## config.mk

```make
export PLATFORM = sky130hd
export DESIGN_NAME = regfile_wb_arbiter
export DESIGN_NICKNAME = d
export VERILOG_FILES = /design/src/rtl/regfile_wb_arbiter_pkg.sv /design/src/rtl/regfile_wb_arbiter_rr_arb2.sv /design/src/rtl/regfile_wb_arbiter.sv
export SDC_FILE = /design/constraint.sdc
export NUM_CORES = 1
export LEC_CHECK = 0
export CAP_MARGIN = 20
export CORE_MARGIN = 2
export CORE_UTILIZATION = 39
export CTS_BUF_LIST = sky130_fd_sc_hd__clkbuf_2 sky130_fd_sc_hd__clkbuf_4 sky130_fd_sc_hd__clkbuf_8
export CTS_CLUSTER_SIZE = 20
export DETAILED_ROUTE_END_ITERATION = 8
export PLACE_DENSITY = 0.85
export SETUP_SLACK_MARGIN = 0.5
export SYNTH_ARGS = -nofsm -noshare
export SYNTH_HDL_FRONTEND = slang
export SYNTH_SLANG_ARGS = --single-unit
```

## constraint.sdc

```tcl
create_clock -name clk -period 4 [get_ports clk]
set_input_delay 0.8 -clock clk [delete_from_list [all_inputs] [get_ports clk]]
set_output_delay 0.8 -clock clk [all_outputs]
set_load 0.02 [all_outputs]
```

## src/rtl/regfile_wb_arbiter_pkg.sv

```systemverilog
// Shared defaults, requester indices and types for the register-file writeback arbiter.
package regfile_wb_arbiter_pkg;

    localparam int unsigned WORDS_DEFAULT = 32;
    localparam int unsigned AW_DEFAULT    = 5;

    localparam int unsigned REQ_ALU  = 0;
    localparam int unsigned REQ_LOAD = 1;
    localparam int unsigned NUM_REQ  = 2;

    typedef struct packed {
        logic [31:0] addr;
        logic [31:0] data;
    } wb_req_t;

    // Mask keeping only the low aw bits of a 32-bit register address.
    function automatic logic [31:0] addr_mask(input int unsigned aw);
        logic [31:0] m;
        m = '0;
        for (int unsigned i = 0; i < 32; i++) begin
            if (i < aw) begin
                m[i] = 1'b1;
            end
        end
        return m;
    endfunction

endpackage

```

## src/rtl/regfile_wb_arbiter_rr_arb2.sv

```systemverilog
// Two-way round-robin arbiter; the last-grant flop moves only when a grant is issued.
module rr_arb2 (
    input  logic       clk_i,
    input  logic       rst_i,
    input  logic [1:0] req_i,
    output logic [1:0] gnt_o
);

    logic last_q, last_d;

    always_comb begin
        gnt_o = 2'b00;
        unique case (req_i)
            2'b01:   gnt_o = 2'b01;
            2'b10:   gnt_o = 2'b10;
            // Contention: favour whichever side did not win last time.
            2'b11:   gnt_o = last_q ? 2'b01 : 2'b10;
            default: gnt_o = 2'b00;
        endcase
    end

    always_comb begin
        last_d = last_q;
        if (gnt_o[1]) begin
            last_d = 1'b1;
        end else if (gnt_o[0]) begin
            last_d = 1'b0;
        end
    end

    always_ff @(posedge clk_i or posedge rst_i) begin
        if (rst_i) begin
            last_q <= 1'b1;
        end else begin
            last_q <= last_d;
        end
    end

endmodule

```

## src/rtl/regfile_wb_arbiter.sv

```systemverilog
// Arbitrates ALU and load writebacks onto one register-file write port and tracks
// pending destination registers so issue can stall on unresolved sources.
module regfile_wb_arbiter
    import regfile_wb_arbiter_pkg::*;
#(
    parameter int unsigned WORDS = WORDS_DEFAULT,
    parameter int unsigned AW    = AW_DEFAULT
) (
    input  logic        clk,
    input  logic        reset,
    input  logic        req0_valid,
    output logic        req0_ready,
    input  logic [31:0] req0_addr,
    input  logic [31:0] req0_data,
    input  logic        req1_valid,
    output logic        req1_ready,
    input  logic [31:0] req1_addr,
    input  logic [31:0] req1_data,
    input  logic        iss_valid,
    input  logic [31:0] iss_addr,
    input  logic [31:0] rs0_addr,
    input  logic [31:0] rs1_addr,
    input  logic        flush,
    output logic        stall,
    output logic        write_en,
    output logic [31:0] w0_addr,
    output logic [31:0] w0
);

    localparam logic [31:0] AddrMask = addr_mask(AW);

    logic [NUM_REQ-1:0] req_valid;
    logic [NUM_REQ-1:0] gnt;
    wb_req_t            req_alu;
    wb_req_t            req_load;
    wb_req_t            sel;
    logic               xfer;
    logic               in_range;
    logic               wr;

    logic [WORDS-1:0]   pending_q, pending_d;
    logic               write_en_q, write_en_d;
    logic [31:0]        w0_addr_q, w0_addr_d;
    logic [31:0]        w0_q, w0_d;

    assign req_valid[REQ_ALU]  = req0_valid;
    assign req_valid[REQ_LOAD] = req1_valid;
    assign req_alu             = '{addr: req0_addr, data: req0_data};
    assign req_load            = '{addr: req1_addr, data: req1_data};

    rr_arb2 u_rr_arb2 (
        .clk_i (clk),
        .rst_i (reset),
        .req_i (req_valid),
        .gnt_o (gnt)
    );

    // Gating ready with reset aborts any transfer in the cycle reset rises.
    assign req0_ready = gnt[REQ_ALU] & ~reset;
    assign req1_ready = gnt[REQ_LOAD] & ~reset;

    assign xfer     = (req0_valid & req0_ready) | (req1_valid & req1_ready);
    assign sel      = gnt[REQ_LOAD] ? req_load : req_alu;
    assign in_range = (sel.addr < WORDS);
    assign wr       = xfer & in_range;

    // Ordering gives flush < clear-on-writeback < set-on-issue priority.
    always_comb begin
        pending_d = pending_q;
        if (flush) begin
            pending_d = '0;
        end
        for (int unsigned i = 0; i < WORDS; i++) begin
            if (wr && (sel.addr == i)) begin
                pending_d[i] = 1'b0;
            end
            if (iss_valid && (iss_addr == i)) begin
                pending_d[i] = 1'b1;
            end
        end
    end

    // Out-of-range source addresses never match an index, so they contribute 0.
    always_comb begin
        stall = 1'b0;
        for (int unsigned i = 0; i < WORDS; i++) begin
            if ((rs0_addr == i) || (rs1_addr == i)) begin
                stall = stall | pending_q[i];
            end
        end
    end

    always_comb begin
        write_en_d = wr;
        w0_addr_d  = w0_addr_q;
        w0_d       = w0_q;
        if (wr) begin
            w0_addr_d = sel.addr & AddrMask;
            w0_d      = sel.data;
        end
    end

    always_ff @(posedge clk or posedge reset) begin
        if (reset) begin
            pending_q  <= '0;
            write_en_q <= 1'b0;
            w0_addr_q  <= '0;
            w0_q       <= '0;
        end else begin
            pending_q  <= pending_d;
            write_en_q <= write_en_d;
            w0_addr_q  <= w0_addr_d;
            w0_q       <= w0_d;
        end
    end

    assign write_en = write_en_q;
    assign w0_addr  = w0_addr_q;
    assign w0       = w0_q;

endmodule
```

==> reports/qor.txt <==
Hold Path Stages - 2
crit path launch type - input port
status - completed
fraction of registers with async set/reset - 1.00
cell family with most CP delay - compound AO/OA/AOI/OAI gates
FP Rows - 40
first-pass GRT wire length - 28.3 mm
Synth top area share - 0.360
gr usage total - 0.274
die height - 116 µm
CP bufs+invs - 4
H-tree Lvls - 3
reg2reg start - u_rr_arb2.last_q
most used flip-flop cell after synthesis - dfrtp_1
most common cell after layout, fill and taps aside - clkdlybuf4s50_1
Final ANT Viol Nets - 0
Worst Skew - 6.12 ps
CP dominant cell by count - buf_6
io pins - 298
hold slack - 481 ps
diodes inserted - 0
fin nets - 1100
synthesized flop and latch total - 71
commonest cells after routing, fill and taps aside - clkdlybuf4s50_1 (260), o21ai_0 (109), dfrtp_1 (70)
fin cells - 1042
largest net degree at the start of global routing - 76
Post-Synthesis Cells - 569
CP arrival - 2720 ps
final WL - 18.7 mm
setup TNS - 0 ps
Skew-Pair Late Insertion Delay - 350 ps
Routability Congestion - 0.968
register area share after synthesis - 0.366
Die Area - 13400 µm²
via count - 5630
final setup fails - 0
drt first pass iters - 5
met1 Use GR - 0.298
DP Cell Count - 1015
hold path endpoint - w0[9]
Mapped Area - 4860 µm²
total CTS buffers - 9
Area Overhead vs Synth - 70.9%
clk sinks - 71
Worst Path Required - 3200 ps
Worst R2R End - pending_q[7]
initial detailed-routing violation count - 326
Setup CP Type - in2out
crit path cell chain - buf_6 -> buf_6 -> buf_6 -> and3_4 -> o211ai_1 -> a41oi_2 -> o41a_1 -> a2111oi_2 -> nand4_1 -> buf_6
syn avg cell area - 8.55 µm²
HP Start - w0[9]
CTS Root Cell - clkbuf_8
vias in the first global route - 5703
die width - 116 µm
max-slew violation count - 0
Hold Violations, Final - 0
VDD IR-drop max - 0.195 mV
Slew headroom - 0.415
dpl ws - -297 ps
grt ovf - 0
Synth cell types - 58
Cell Pwr Density - 225 nW/µm²
busiest grt layer - met2
CP max stage delay - 470 ps
min-delay worst type - reg2reg
HPWL Detailed - 14.7 mm
Period minus WS final - 3520 ps
Worst Reg2Reg Path Length in Cells - 5
met3 usage - 0.0539
Synth area leaders - dfrtp_1 (36%), o21ai_0 (12%), mux2i_1 (9.1%)
core area - 12100 µm²
Leak Pwr - 3.39 nW
final worst path period share - 0.881
# DRC - 0
average wire per standard cell - 17.9 µm
met2 global-route usage - 0.496
CP Capture Type - output pin
RSZ-0062 raised after global routing - true
Slew @ Worst Pin - 878 ps
cell taking the most area after synthesis - dfrtp_1
Max-cap violations - 0
I/O Buffers - 270
FMAX - 0.284 GHz
Worst-path clk slew - 70 ps
Worst Path Max Fanout - 8
initial antenna violation count - 0
critical-path cell with the highest stage delay - o41a_1
number of vias per cell - 5.40
CTS tree - built
Yosys warning count - 0
clk buf depth - 2
Final Worst Setup Slack - 478 ps
initial core utilization - 0.402
R2R Setup Slk - 1560 ps
share of cells above drive strength 1 - 0.109
Post-synth EDFFs - 0
-- metal layers --
| layer | wire length (µm) | up-vias |
|---|---|---|
| li1 | - | 2665 |
| met1 | 6750 | 2631 |
| met2 | 9480 | 283 |
| met3 | 1530 | 51 |
| met4 | 945 | 0 |
| met5 | 0 | - |
-- metrics by stage --
step | total power, W | utilization | area (µm²)
final | 0.00187 | 0.686 | 8310
after CTS | 0.00186 | 0.676 | 8190
after floorplan | 0.000892 | - | 4960
after global routing | 0.00193 | 0.686 | 8310
after global placement | 0.00115 | 0.648 | 7840
after detailed placement | 0.00116 | 0.648 | 7840
-- logic make-up after synthesis --
kind of cell / count (synthesis) / synth area share
buf+inv: 63 / 0.0746
flops: 71 / 0.366
other cells: 1 / 0.000771
compound gates: 149 / 0.180
mux: 46 / 0.0952
simple gates: 239 / 0.284
-- report_power, final --
group	internal (W)	total [W]	switching (W)
clock network	0.000429	0.000702	0.000273
registers	0.000719	0.000721	0.00000182
logic	0.000278	0.000445	0.000167
total	0.00143	0.00187	0.000442
-- how the worst max path moves through the flow --
stage	startpoint	to	slack, ps	cells past startpoint
finish	rs1_addr[2]	stall	480	10
global route	rs1_addr[2]	stall	390	10
CTS	rs1_addr[3]	stall	360	10
detailed placement	rs1_addr[3]	stall	-300	9
global placement	rs1_addr[3]	stall	-290	9
floorplan	rs0_addr[1]	stall	710	7
-- sequential cells by signal, summed over array words and instances, names as in the netlist --
| name | cells |
|---|---|
| pending_q | 32 |
| w0 | 32 |
| w0_addr | 5 |
| u_rr_arb2.last_q | 1 |
| write_en | 1 |
-- tightest hold or removal path, delay by kind of cell (launching register included) --
| kind | cells | cell delay, ps |
|---|---|---|
| AO/OA/AOI/OAI | 1 | 60 |
| flip-flops | 1 | 340 |
| AND/OR/NAND/NOR | 1 | 40 |
-- final cells by class --
type / instances / area [µm²]
multi-input combinational: 461 / 2900
clock inverter: 5 / 106
fill: 968 / 3800
clock buffer: 10 / 138
timing repair buffer: 321 / 3160
inverter: 6 / 26.3
tap: 168 / 210
sequential: 71 / 1780
-- Yosys cell counts (2+ instances only) --
| library cell | n |
|---|---|
| nand4bb_1 | 2 |
| inv_1 | 6 |
| nand4_1 | 14 |
| a41oi_1 | 2 |
| clkbuf_1 | 19 |
| mux2i_1 | 44 |
| a22o_1 | 3 |
| nor2_1 | 11 |
| nor3b_1 | 3 |
| nor4_1 | 31 |
| or3b_2 | 2 |
| and3_1 | 8 |
| nor3_1 | 15 |
| buf_6 | 2 |
| nand2_1 | 54 |
| and2_1 | 2 |
| nand4b_1 | 6 |
| nor2b_1 | 38 |
| nand3b_1 | 13 |
| a32o_1 | 6 |
| or3_1 | 3 |
| a21oi_1 | 4 |
| buf_1 | 3 |
| o22ai_1 | 2 |
| mux2_2 | 2 |
| nand2b_1 | 6 |
| and3b_1 | 5 |
| buf_4 | 28 |
| a21boi_0 | 2 |
| nand3_1 | 18 |
| dfrtp_1 | 70 |
| o211ai_1 | 4 |
| buf_2 | 5 |
| o21ai_0 | 112 |
-- what timing repair did --
action	in CTS	in global routing
pin swaps	10	14
hold buffers	0	0
endpoints found under the setup margin	1	1
gates resized for setup	42	21
gates cloned	0	0
setup buffers	10	1
No activity file was read; power rests on OpenSTA's default activity.
==> patch 1: new RTL, same flow settings <==
Reset style: synchronous (`reset` and `rst_i`), changed in 2 clocked blocks.
--- a/src/rtl/regfile_wb_arbiter_rr_arb2.sv
+++ b/src/rtl/regfile_wb_arbiter_rr_arb2.sv
@@ -30,3 +30,3 @@
 
-    always_ff @(posedge clk_i or posedge rst_i) begin
+    always_ff @(posedge clk_i) begin
         if (rst_i) begin
--- a/src/rtl/regfile_wb_arbiter.sv
+++ b/src/rtl/regfile_wb_arbiter.sv
@@ -102,3 +102,3 @@
 
-    always_ff @(posedge clk or posedge reset) begin
+    always_ff @(posedge clk) begin
         if (reset) begin
Function: differs if reset is asserted again (counterexample within 4 cycles, from zero or initial values and one cycle with reset high); with reset held inactive, the same outputs for 4 cycles.
==> patch 1 against the original RTL <==
Area after synthesis decreased by 11%; via count shrank 2.9%; sequential power is 2% lower; sequential cell count is the same; routed wire length down 3.2%; worst setup slack better by 0.14 ns; power decreased by 6.8%; cell area fell by 12%; worst hold slack better by 0.016 ns; critical path type unchanged.
==> patch 1: results (changes against the original RTL) <==
Setup path
  – Worst reg2reg path depth: 7 (+2)
  – Largest delay share family, worst path: buffers and inverters
  – CP max FO: 15 (+7)
  – Worst Path Arrival: 2.58 ns (-0.14 ns)
  – Largest stage delay, worst path: 0.55 ns (+0.08 ns)
  – Slowest CP cell: clkdlybuf4s50_1

Global routing
  – Largest net degree at the start of global routing: 50 (-34%)
  – Vias in the first global route: 5572 (-2.3%)
  – GRT Total Usage: 29.7% (+2.3 points)

Detailed routing
  – 1st-iter DRT viols: 271 (-17%)

Placement
  – Placement Cell Area: 7100 um^2 (-9.5%)
  – Hpwl dp: 14.9 mm (+1.1%)
  – GP Congestion: 0.889 (-8.2%)
  – Dpl ws: -0.226 ns (+0.0711 ns)

Layout
  – Non-Filler Instances: 978 (-6.1%)
  – Fin nets: 1063 (-3.4%)
  – Layout cell share with drive strength beyond 1: 5.85% (-5.0 points)
  – Filler instances: 869 (-10%)

Timing
  – Worst Tran Pin Value: 0.760 ns (-0.118 ns)
  – Layout Skew: 0.0114 ns (+0.00532 ns)

Synth
  – Synth cell types: 51 (-12%)
  – Post-Synthesis Cells: 573 (+0.70%)
  – Asr flop ratio synth: 0% (-100 points)
  – Sequential cell area fraction in the yosys report: 32.8% (-3.8 points)
  – Top post-synthesis cells by count: nand2_1 (100), dfxtp_1 (71), nor2_1 (52)
  – Most used DFF post-synth: dfxtp_1

Power and ir drop
  – Worst VDD drop: 0.000164 V (-16%)
  – Leakage: 2.58 nW (-24%)

Clock tree
  – Clk Latency, worst-skew pair: 0.36 ns

Status
  – Outcome: completed
[patch 1: cells by family (layout without fill, tap and decap cells)]
group / Yosys count / after routing / share of synthesized area, %
and+or+nand+nor: 267 / 267 / 30.2
AOI/OAI and AO/OA: 150 / 150 / 24.3
DFF: 71 / 71 / 32.8
buffers and inverters: 70 / 309 / 8.89
muxes: 14 / 14 / 3.72
other: 1 / 27 / 0.0865
[patch 1: layout make-up]
| cell class | instances | area [um^2] | area share, % |
|---|---|---|---|
| repair buffers | 289 | 2870 | 39.1 |
| multi-input cells | 458 | 2640 | 36.0 |
| flip-flops and latches | 71 | 1420 | 19.4 |
| well taps | 140 | 175 | 2.39 |
| clock buffers | 10 | 131 | 1.79 |
| clock inverters | 6 | 85.1 | 1.16 |
| inverters | 4 | 15.0 | 0.205 |
[patch 1: final timing paths]
| path | start | end | slack (ns) |
|---|---|---|---|
| min reg2reg | w0_addr[3]$_SDFFE_PP0P_ | w0_addr[3]$_SDFFE_PP0P_ | 0.50 |
| max | rs1_addr[2] | stall | 0.62 |
| min | w0_addr[3]$_SDFFE_PP0P_ | w0_addr[3]$_SDFFE_PP0P_ | 0.50 |
| max reg2reg | u_rr_arb2.last_q$_SDFFE_PP1P_ | w0[24]$_SDFFE_PP0P_ | 1.49 |
[patch 1: power by group]
group          total, mW  switching (mW)  internal [mW]
clock              0.636           0.280          0.356
combinational      0.397           0.159          0.238
sequential         0.708         0.00103          0.707
[patch 1: tightest hold or removal path, cell delays in order (launching register included)]
cell and delay [ns]:
dfxtp_1 0.31, nor2_1 0.09, a311oi_1 0.05
[patch 1: repair_timing]
action,in CTS,in global routing
endpoints found under the setup margin,1,1
gates resized for setup,14,11
buffers inserted,0,0
pin swaps,1,2
[patch 1: per-layer routing]
| metal | vias to the layer above | track usage [%] | share of wire (%) |
|---|---|---|---|
| met5 | - | 0 | 0 |
| met3 | 61 | 8.24 | 9.1 |
| met2 | 256 | 53.4 | 51 |
| li1 | 2614 | - | - |
| met4 | 0 | 13.8 | 4.4 |
| met1 | 2537 | 32.0 | 35 |
==> patch 2: new RTL, same flow settings <==
Made on the original files. Set the package constant `WORDS_DEFAULT` to 64 (it was 32).
--- a/src/rtl/regfile_wb_arbiter_pkg.sv
+++ b/src/rtl/regfile_wb_arbiter_pkg.sv
@@ -3,3 +3,3 @@
 
-    localparam int unsigned WORDS_DEFAULT = 32;
+    localparam int unsigned WORDS_DEFAULT = 64;
     localparam int unsigned AW_DEFAULT    = 5;
Function: changed (Yosys sat finds a counterexample within 4 cycles, from zero or initial values and one cycle with reset high).
==> patch 2 against the original RTL <==
Clock power up 5.8%; worst setup slack worse by 0.11 ns; largest power group unchanged; highest routed layer unchanged; sequential cell count up 32; sequential share of layout area up 2.8 points; cell area rose by 28%; routed wire length rose by 60%; area after synthesis rose by 42%; power increased by 23%.
==> patch 2: results (changes against the original RTL) <==
Power and ir drop
  – Leakage: 4.30 nW (+27%)
  – Worst VDD drop: 0.000208 V (+6.5%)

Placement
  – GP Congestion: 1.02 (+5.2%)
  – Hpwl dp: 23.9 mm (+63%)

Timing
  – Layout Skew: 0.00684 ns (+0.000723 ns)
  – Worst Tran Pin Value: 0.947 ns (+0.0689 ns)

Detailed routing
  – 1st-iter DRT viols: 1000 (+210%)
  – WL met3: 3.04 mm (+99%)
  – WL met2: 14.8 mm (+56%)
  – TritonRoute pass-1 iters: 6 (+1)
  – Routed Antenna Nets: 0 (unchanged)
  – Routed WL: 29.9 mm (+60%)
  – Met1 wire length: 10.3 mm (+53%)
  – Overall via count from detail_route: 8168 (+45%)

Global routing
  – Largest net degree at the start of global routing: 75 (-1.3%)
  – Grt met2 use: 55.5% (+5.9 points)
  – Global-route wire length before repair: 44.6 mm (+58%)
  – GRT Total Usage: 31.6% (+4.2 points)
  – Vias in the first global route: 8025 (+41%)
  – M1 GR Usage: 36.5% (+6.7 points)
  – Met3 Track Usage GR: 6.22% (+0.84 points)

Setup path
  – CP max FO: 6 (-2)
  – Largest stage delay, worst path: 0.52 ns (+0.05 ns)
  – Worst Path Arrival: 2.83 ns (+0.11 ns)
  – Slowest CP cell: or4_4
  – Largest delay share family, worst path: simple AND/OR/NAND/NOR gates

Layout
  – Filler instances: 1472 (+52%)
  – Fin nets: 1357 (+23%)
  – Largest register FFs: 64
  – ANT cells: 0 (unchanged)

Synth
  – Synth area leaders: dfrtp_1 (37%), a32o_1 (8.6%), nand2_1 (7.7%)
  – Top post-synthesis cells by count: nand2_1 (141), dfrtp_1 (102), a32o_1 (59)
  – Sequential cell area fraction in the yosys report: 37.4% (+0.82 points)
  – Synth cell types: 69 (+19%)

Clock tree
  – Buffer count from post-CTS setup fixing: 3 (-7)
  – Clk Latency, worst-skew pair: 0.38 ns (+0.03 ns)
  – Clk slew on worst S/H paths: 0.09 ns (+0.02 ns)
  – CTS resizes: 84 (+100%)

Status
  – Outcome: completed
-- patch 2: changes by cell type in the layout (fill, tap and decap cells not counted), moves of 10 or more --
| cell | before | now |
|---|---|---|
| dlygate4sd2_1 | 1 | 14 |
| dfrtp_1 | 70 | 102 |
| clkdlybuf4s50_1 | 260 | 220 |
| a31oi_1 | 0 | 10 |
| o21ai_1 | 2 | 39 |
| nor2_1 | 11 | 51 |
| clkdlybuf4s15_1 | 1 | 14 |
| nor2b_1 | 38 | 9 |
| a32o_1 | 6 | 59 |
| o21ai_0 | 109 | 15 |
| buf_4 | 40 | 88 |
| nor3b_1 | 3 | 13 |
| nand2_1 | 54 | 141 |
-- patch 2: worst reg2reg max path, delay by kind of cell, from the launching register on --
| kind | cells | cell delay, ns |
|---|---|---|
| multiplexers | 1 | 0.51 |
| buffers and inverters | 1 | 0.27 |
| flip-flops | 1 | 0.59 |
| AO/OA/AOI/OAI | 2 | 0.47 |
| AND/OR/NAND/NOR | 4 | 0.72 |
-- patch 2: power breakdown --
group	total (mW)	switching (mW)	internal [mW]
Clock	0.743	0.352	0.391
Sequential	1.05	0.00229	1.04
Combinational	0.513	0.226	0.287
Total	2.30	0.581	1.72
-- patch 2: logic make-up after synthesis --
logic type | share of synthesized area (%)
and+or+nand+nor | 25.9
AOI/OAI and AO/OA | 22.8
DFF | 37.4
buffers and inverters | 6.84
muxes | 7.05
other | 0.0544
-- patch 2: worst paths after layout --
kind	to	start	cells after the start	slack (ns)
max in group asynchronous	pending_q[30]$_DFFE_PP0P_	reset	4	1.79
min in group asynchronous	write_en$_DFF_PP0_	reset	3	0.93
hold reg to reg	w0[9]$_DFFE_PP0P_	w0[9]$_DFFE_PP0P_	2	0.49
setup / recovery	stall	rs1_addr[22]	9	0.37
setup reg to reg	pending_q[18]$_DFFE_PP0P_	u_rr_arb2.last_q$_DFFE_PP1P_	8	1.33
hold / removal	w0[9]$_DFFE_PP0P_	w0[9]$_DFFE_PP0P_	2	0.49
-- patch 2: cell type report --
class / count / area [um^2] / share of cell area [%]
Sequential cell: 103 / 2580 / 24.2
Clock inverter: 3 / 67.6 / 0.634
Tap cell: 225 / 282 / 2.64
Inverter: 14 / 56.3 / 0.528
Multi-Input combinational cell: 630 / 4070 / 38.2
Clock buffer: 13 / 160 / 1.50
Timing Repair Buffer: 369 / 3440 / 32.3
-- patch 2: through the flow --
stage          TNS [ns]  cell area (um^2)  setup slack [ns]  cells
6_report              0             10700             0.372   1357
5_1_grt               0             10700             0.315   1357
4_1_cts               0             10600             0.371   1357
3_5_place_dp     -0.443             10300            -0.443   1335
3_3_place_gp     -0.432             10300            -0.432   1335
2_1_floorplan         0              7000             0.427    825
